## src/rtl/fifo_ctrl_pkg.sv

```systemverilog
// Shared types for the FIFO write controller: state encoding and channel-index width helper.
package fifo_ctrl_pkg;

  typedef enum logic [1:0] {
    ST_IDLE     = 2'd0,
    ST_COUNTING = 2'd1,
    ST_DONE     = 2'd2
  } state_t;

  function automatic int ch_w(input int n);
    return (n <= 1) ? 1 : $clog2(n);
  endfunction

endpackage

```

## src/rtl/stall_timer.sv

```systemverilog
// Consecutive-stall counter with threshold compare; present only when
// FIFO_WRITE_CTRL_STALL_TIMEOUT_EN is defined.
`ifdef FIFO_WRITE_CTRL_STALL_TIMEOUT_EN
module stall_timer #(
  parameter int LIMIT = 1024
) (
  input  logic i_clock,
  input  logic i_reset_n,
  input  logic i_clr,
  input  logic i_stall,
  output logic o_hit
);
  localparam int CW = $clog2(LIMIT + 1);

  logic [CW-1:0] r_cnt;

  always_ff @(posedge i_clock or negedge i_reset_n) begin
    if (!i_reset_n)   r_cnt <= '0;
    else if (i_clr)   r_cnt <= '0;
    else if (i_stall) r_cnt <= r_cnt + CW'(1);
  end

  // Fires on the LIMIT-th consecutive stalled cycle.
  assign o_hit = i_stall && (r_cnt == CW'(LIMIT - 1));
endmodule
`endif

```

## src/rtl/fifo_write_ctrl.sv

```systemverilog
// Burst write controller steering a one-hot write enable to one of CHANNELS FIFOs.
// Optional stall timeout enabled by defining FIFO_WRITE_CTRL_STALL_TIMEOUT_EN.
module fifo_write_ctrl
  import fifo_ctrl_pkg::*;
#(
  parameter  int COUNT_W       = 16,
  parameter  int CHANNELS      = 4,
  parameter  int STALL_TIMEOUT = 1024,
  localparam int CH_W          = ch_w(CHANNELS)
) (
  input  logic                i_clock,
  input  logic                i_reset_n,
  input  logic                i_start,
  input  logic [COUNT_W-1:0]  i_length,
  input  logic [CH_W-1:0]     i_chan_sel,
  input  logic                i_continuous,
  input  logic                i_clear,
  input  logic                i_abort,
  input  logic [CHANNELS-1:0] i_fifo_full,
  output logic [CHANNELS-1:0] o_we,
  output logic [COUNT_W-1:0]  o_count,
  output logic                o_busy,
  output logic                o_done,
  output logic                o_aborted,
  output logic                o_timeout
);

  if (STALL_TIMEOUT < 1) begin : g_bad_timeout
    $error("STALL_TIMEOUT must be at least 1");
  end

  state_t              r_state, w_nxt;
  logic [COUNT_W-1:0]  r_count, r_len, w_count_inc;
  logic [CH_W-1:0]     r_ch;
  logic                r_done, r_aborted, r_timeout;
  logic                w_wr, w_ch_ok, w_last, w_stall_hit;
  logic [CHANNELS-1:0] w_we;

  assign w_ch_ok     = int'(i_chan_sel) < CHANNELS;
  assign w_count_inc = r_count + COUNT_W'(1);
  assign w_last      = (w_count_inc == r_len);

`ifdef FIFO_WRITE_CTRL_STALL_TIMEOUT_EN
  stall_timer #(.LIMIT(STALL_TIMEOUT)) u_stall (
    .i_clock   (i_clock),
    .i_reset_n (i_reset_n),
    .i_clr     ((r_state != ST_COUNTING) || w_wr),
    .i_stall   ((r_state == ST_COUNTING) && i_fifo_full[r_ch]),
    .o_hit     (w_stall_hit)
  );
`else
  assign w_stall_hit = 1'b0;
`endif

  always_comb begin
    w_nxt = r_state;
    w_wr  = 1'b0;
    w_we  = '0;
    case (r_state)
      ST_IDLE:
        if (i_start && w_ch_ok) w_nxt = (i_length == '0) ? ST_DONE : ST_COUNTING;
      ST_COUNTING: begin
        w_wr       = !i_fifo_full[r_ch] && !i_abort;
        w_we[r_ch] = w_wr;
        // Abort wins over a coincident final write.
        if (i_abort)               w_nxt = ST_DONE;
        else if (w_wr && w_last)   w_nxt = ST_DONE;
        else if (w_stall_hit)      w_nxt = ST_DONE;
      end
      ST_DONE:
        if (i_continuous || i_clear) w_nxt = ST_IDLE;
      default: w_nxt = ST_IDLE;
    endcase
  end

  always_ff @(posedge i_clock or negedge i_reset_n) begin
    if (!i_reset_n) begin
      r_state   <= ST_IDLE;
      r_count   <= '0;
      r_len     <= '0;
      r_ch      <= '0;
      r_done    <= 1'b0;
      r_aborted <= 1'b0;
      r_timeout <= 1'b0;
    end else begin
      r_state <= w_nxt;
      r_done  <= (w_nxt == ST_DONE) && (r_state != ST_DONE);
      if (r_state == ST_IDLE && i_start && w_ch_ok) begin
        r_len     <= i_length;
        r_ch      <= i_chan_sel;
        r_count   <= '0;
        r_aborted <= 1'b0;
        r_timeout <= 1'b0;
      end
      if (r_state == ST_COUNTING) begin
        if (w_wr) r_count <= w_count_inc;
        if (i_abort) r_aborted <= 1'b1;
        else if (w_stall_hit) begin
          r_aborted <= 1'b1;
          r_timeout <= 1'b1;
        end
      end
    end
  end

  assign o_we      = w_we;
  assign o_count   = r_count;
  assign o_busy    = (r_state == ST_COUNTING);
  assign o_done    = r_done;
  assign o_aborted = r_aborted;
  assign o_timeout = r_timeout;

endmodule

```

## config.mk

```make
export PLATFORM = sky130hd
export DESIGN_NAME = fifo_write_ctrl
export DESIGN_NICKNAME = d
export VERILOG_FILES = /design/src/rtl/fifo_ctrl_pkg.sv /design/src/rtl/stall_timer.sv /design/src/rtl/fifo_write_ctrl.sv
export SDC_FILE = /design/constraint.sdc
export NUM_CORES = 1
export LEC_CHECK = 0
export ABC_CLOCK_PERIOD_IN_PS = 2500
export BUFFER_PORTS_ARGS = -buffer_cell sky130_fd_sc_hd__buf_2
export CORE_MARGIN = 1
export CORE_UTILIZATION = 54
export DETAILED_ROUTE_END_ITERATION = 6
export PLACE_DENSITY = 0.87
export SYNTH_ARGS = -nofsm -noshare
export SYNTH_HDL_FRONTEND = slang
export SYNTH_HIERARCHICAL = 1
export SYNTH_SLANG_ARGS = --single-unit
```

## constraint.sdc

```tcl
create_clock -name i_clock -period 2.5 [get_ports i_clock]
set_clock_uncertainty 0.1 [all_clocks]
set_input_delay 0.125 -clock i_clock [delete_from_list [all_inputs] [get_ports i_clock]]
set_output_delay 0.125 -clock i_clock [all_outputs]
set_load 0.02 [all_outputs]
```

---- Word level (Yosys, flattened, before mapping) ----
Cells that the tools add are included.
cells by class
  $add $sub $neg .......................... 1
  magnitude comparators ................... 2
  equal/unequal tests ..................... 5
  muxes and demuxes ....................... 18
  bitwise gates (word level) .............. 1
  reduce and logical (&&, ||, !) cells .... 10
operators with widths
  kind                   count
  $mux 16                3
  $add 16x1->16 const B  1
  $eq 16x16->1           1
  $logic_not 16->1       1
  $mux 2                 5
  $mux 1                 6
  $pmux 2 s3             1
  $logic_and 1x1->1      5
  $and 4x4->4            1
  $eq 2x2->1 const B     2
  $mux 4                 1
  $lt 2x3->1 const B     1
  $bmux 1 s2             1
  $demux 1 s2            1
  $eq 2x1->1 const B     1
  $ge 2x1->1 const B     1
  $logic_not 1->1        2
  $logic_not 2->1        1
  $ne 2x2->1 const B     1
  $logic_or 1x1->1       1
word-level totals
  bits in registers ....................... 38
  input bits .............................. 28
  output and inout bits ................... 24
  logic and storage cells ................. 43

---- Depth between registers and ports, before layout ----
  depth after elaboration ................. 10
  depth in mapped cells ................... 8
  depth with buffers taken out ............ 7

---- Worst setup path after synthesis ----
Ideal clock, no wire load.
  path kind ............................... reg2reg
  from .................................... reg r_count[0], in the netlist o_count[0]
  to ...................................... reg r_done, in the netlist o_done
  setup time .............................. 121 ps
  arrival time ............................ 2,145 ps
  required time ........................... 2,279 ps
  path slack .............................. 134 ps
  stages on the path, launching flop included .. 8
  buffers on the path ..................... 0
  clock period less this slack ............ 2,366 ps
  path through ............................ dfrtp_1 ha_1 nand2_1 nor4_1 xnor2_1 nor2_1 a41o_2 a22o_2
on the way
  word-level cells in the longest chain between the ends .. 8
ends and longest elaborated chain
  element                   line                   RTL
  start: declaration        fifo_write_ctrl.sv:33  logic [COUNT_W-1:0] r_count, r_len, w_count_inc;
  start signal: assignment  fifo_write_ctrl.sv:96  if (w_wr) r_count <= w_count_inc;
  $add 16x1->16             fifo_write_ctrl.sv:40  assign w_count_inc = r_count + COUNT_W'(1);
  $eq 16x16->1              fifo_write_ctrl.sv:41  assign w_last = (w_count_inc == r_len);
  $logic_and 1x1->1         fifo_write_ctrl.sv:67  else if (w_wr && w_last) w_nxt = ST_DONE;
  $mux 2                    fifo_write_ctrl.sv:67
  $mux 2                    fifo_write_ctrl.sv:66  if (i_abort) w_nxt = ST_DONE;
  $pmux 2 s3                fifo_write_ctrl.sv:59  case (r_state)
  $eq 2x2->1                fifo_write_ctrl.sv:87  r_done <= (w_nxt == ST_DONE) && (r_state != ST_DONE);
  $logic_and 1x1->1         fifo_write_ctrl.sv:87
  end signal: assignment    fifo_write_ctrl.sv:87
  end: declaration          fifo_write_ctrl.sv:35  logic r_done, r_aborted, r_timeout;
Every way passes these cells.
A chain may end at the register's enable or synchronous reset.

---- Worst setup path after layout ----
  from .................................... reg r_count[0], in the netlist o_count[0]
  to ...................................... reg r_state[0]
on the way
  word-level cells in the longest chain between the ends .. 6
ends and longest elaborated chain
  element                 line                   RTL
  $add 16x1->16           fifo_write_ctrl.sv:40
  $eq 16x16->1            fifo_write_ctrl.sv:41
  $logic_and 1x1->1       fifo_write_ctrl.sv:67
  $mux 2                  fifo_write_ctrl.sv:67
  $mux 2                  fifo_write_ctrl.sv:66
  $pmux 2 s3              fifo_write_ctrl.sv:59
  via w_nxt[0]            fifo_write_ctrl.sv:32  state_t r_state, w_nxt;
  end signal: assignment  fifo_write_ctrl.sv:86  r_state <= w_nxt;
  end: declaration        fifo_write_ctrl.sv:32
The timed path passes the listed nets, and every way through them passes these cells.

==> reports/metrics.yaml <==
critical_path:
  critPathMaxFanout: 9
  cp-start-kind: "register"
  critPathArrivalTime_ns: 2.33
  end_kind: "register"
  critPathRequiredTime_ns: 2.54
  worst-setup-path-type: "register to register"
routing:
  routed_wl_um: 6283
  drt_iter0_drc: 259
  ant_nets: 0
  viasPerCell: 6.052
  route.detailed.drc: 0
  drtPass1Iterations: 5
  wire_per_inst_um: 16.45
  vias: 2312
timing:
  slew_headroom_pct: 37.41
  rsz0062_at_grt: "false"
  hold_viol: 0
  max_clock_freq_mhz: 436.9
  fin_setup_tns_ns: 0
  worst_pin_slew_ns: 0.9388
  setup_viol: 0
  period_needed_ns: 2.289
  drv_slew: 0
  finalCritPeriodShare_pct: 91.56
place:
  place.gp.congestion: 0.9384
  place_hpwl_um: 4031
  io_buffers: 50
floorplan:
  fp-row-count: 23
  core_mm2: 0.004000
  die-area_mm2: 0.004428
  die_w_um: 66.55
  start_util_pct: 56.24
  ios: 52
  die_y_um: 66.55
yosys:
  yosys_warnings: 6
  syn_avg_cell_area_um2: 8.554
  ys_ff_latch: 38
  synth-edff-count: 0
  synth_cell_types: 45
  synth_seq_area_share_pct: 42.27
  synth_ff_type: "dfrtp_1"
  syn_nets: 292
  syn-instance-count: 263
  ys_async_sr_fraction_pct: 100.0
  syn_area_mm2: 0.002250
hold_path:
  hold_class: "input port to register"
cts:
  cts_tree: "done"
  clk_root_buffer_cell: "clkbuf_8"
  cts_sinks: 38
  clk_pin_slew_ns: 0.08
  cts_setup_buffers: 0
  cts_max_level: 2
  clkLatencyLatePin_ns: 0.30
  cts_inserted_buffers: 5
  cts_buffer_depth: 2
grt:
  grt_pass1_vias: 2121
  grt_max_degree: 39
  antenna_found_initial: 0
  grt_usage_pct: 30.76
  grt_pass1_wl_um: 10160
  grt_overflow: 0
power:
  combPwrFrac_pct: 38.8
  p_seq_share_pct: 41.6
  cellPowerDensity_mw_per_mm2: 821.9
  total_power_w: 0.002332
  p_sw_share_pct: 40.40
  switchingPower_w: 0.0009422
  power.internal_w: 0.001390
  ir_worst_vdd_uv: 697.1
  clkPwrFrac_pct: 19.6
  leakage_nw: 1.341
layout:
  fin_nets: 360
  fillers: 294
  area_growth_pct: 26.14
  drive_above_1_share_pct: 22.59
  n_antenna_cell: 0
job:
  maxCapViolCount: 0
outcome:
  status: "completed"
power groups by stage:
stage	sequential [W]	clock, W	combinational (W)
after floorplan	0.000942	0	0.000616
after global placement	0.000963	0	0.000821
after detailed placement	0.000971	0	0.000850
after CTS	0.000960	0.000461	0.000878
after global routing	0.000989	0.000490	0.000998
final	0.000969	0.000457	0.000906
metal layers:
layer | part of all wire (%) | GRT usage [%] | up-vias | wire length [um]
met4 | 2.0 | 11.70 | 0 | 127
met3 | 9.3 | 6.507 | 14 | 584
met1 | 42 | 41.77 | 1090 | 2645
met5 | 0 | 0 | - | 0
li1 | - | - | 1064 | -
met2 | 47 | 47.73 | 144 | 2925
worst max-delay path: stages (launching register included):
cell	delay, ns
dfrtp_2	0.46
nand3_4	0.15
or3_1	0.41
or4b_1	0.47
a32oi_1	0.21
a41o_2	0.25
o32ai_1	0.09
state kept, by name (all words and copies together), names as in the netlist:
signal / flops
o_aborted: 1
o_count: 16
o_done: 1
r_ch: 2
r_len: 16
r_state: 2
cells by family (layout without fill, tap and decap cells):
group	count (synthesis)	in the layout	share of synthesized area [%]
multiplexers	2	2	0.8899
adder cells (fa/ha/maj)	1	1	0.5561
flip-flops	38	38	42.27
AND/OR/NAND/NOR	130	130	28.81
other	1	1	0.1667
AO/OA/AOI/OAI	49	49	14.13
XOR/XNOR	24	24	9.344
buffers and inverters	18	87	3.837
synthesized netlist by cell type (3+ instances only):
cell type / number / area [um2]
buf_2: 3 / 15.01
nand4_1: 4 / 25.02
dfrtp_1: 38 / 950.9
a21oi_1: 5 / 25.02
clkbuf_1: 11 / 41.29
o41ai_1: 4 / 35.03
o31ai_1: 5 / 37.54
nor4_1: 7 / 43.79
a31oi_1: 3 / 18.77
and3_1: 3 / 18.77
nor3_1: 4 / 20.02
nand3_1: 14 / 70.07
and4_1: 4 / 35.03
o21ai_0: 21 / 105.1
or3_1: 3 / 18.77
nor3b_1: 3 / 22.52
nor2_1: 13 / 48.80
xor2_1: 5 / 43.79
nand2_1: 64 / 240.2
xnor2_1: 19 / 166.4
path summary, 6_finish.rpt:
kind	startpoint	endpoint	slack (ns)	depth (start not counted)
worst min register to register	r_state[0]$_DFF_PN0_	r_state[1]$_DFF_PN0_	0.37	1
worst min-delay path	i_abort	o_aborted$_DFF_PN0_	0.05	2
worst max-delay path	o_count[0]$_DFF_PN0_	r_state[0]$_DFF_PN0_	0.21	6
worst max register to register	o_count[0]$_DFF_PN0_	r_state[0]$_DFF_PN0_	0.21	6
max in group asynchronous	i_reset_n	o_count[0]$_DFF_PN0_	1.36	2
min in group asynchronous	i_reset_n	o_count[4]$_DFF_PN0_	0.36	2
stage by stage:
stage          area, um2  hold WS, ns  worst slack [ns]  util, %  std cells
6_report            2838      0.04542            0.2110    70.94        382
3_3_place_gp        2547       0.1597            0.2270    63.68        355
2_1_floorplan       2250      -0.2706            0.1344        -        263
5_1_grt             2838      0.07025           0.03330    70.94        382
4_1_cts             2833      0.03902            0.1085    70.82        382
3_5_place_dp        2547       0.1768            0.1548    63.68        355
cell type report:
class,count,area (um2),share of cell area (%)
Inverter,1,3.754,0.1323
Clock inverter,2,12.51,0.4409
Multi-Input combinational cell,207,1216,42.86
Timing Repair Buffer,78,508.0,17.90
Clock buffer,6,82.58,2.910
Tap cell,50,62.56,2.205
Sequential cell,38,952.2,33.55
placed cells by master, fill, tap and decap left out, drive strengths merged, types with 2 or more instances in the layout:
| master | n |
|---|---|
| nor2 | 13 |
| mux2i | 2 |
| o21ai | 21 |
| xnor2 | 19 |
| a31oi | 3 |
| o31ai | 5 |
| buf | 59 |
| and2 | 2 |
| o41ai | 4 |
| a22o | 3 |
| nor3b | 3 |
| nand2 | 64 |
| nor3 | 4 |
| nand3 | 15 |
| and4 | 4 |
| nand4 | 5 |
| dlygate4sd3 | 19 |
| nand2b | 2 |
| dfrtp | 38 |
| or3 | 3 |
| and3 | 4 |
| clkbuf | 6 |
| nor4 | 7 |
| xor2 | 5 |
| a21oi | 5 |
timing repair:
item                                   CTS  global route
gates resized for setup                  0             3
setup endpoints to repair                0             3
endpoints found under the hold margin   56             0
hold buffers                            19             0
Power figures use the tool's default switching activity.
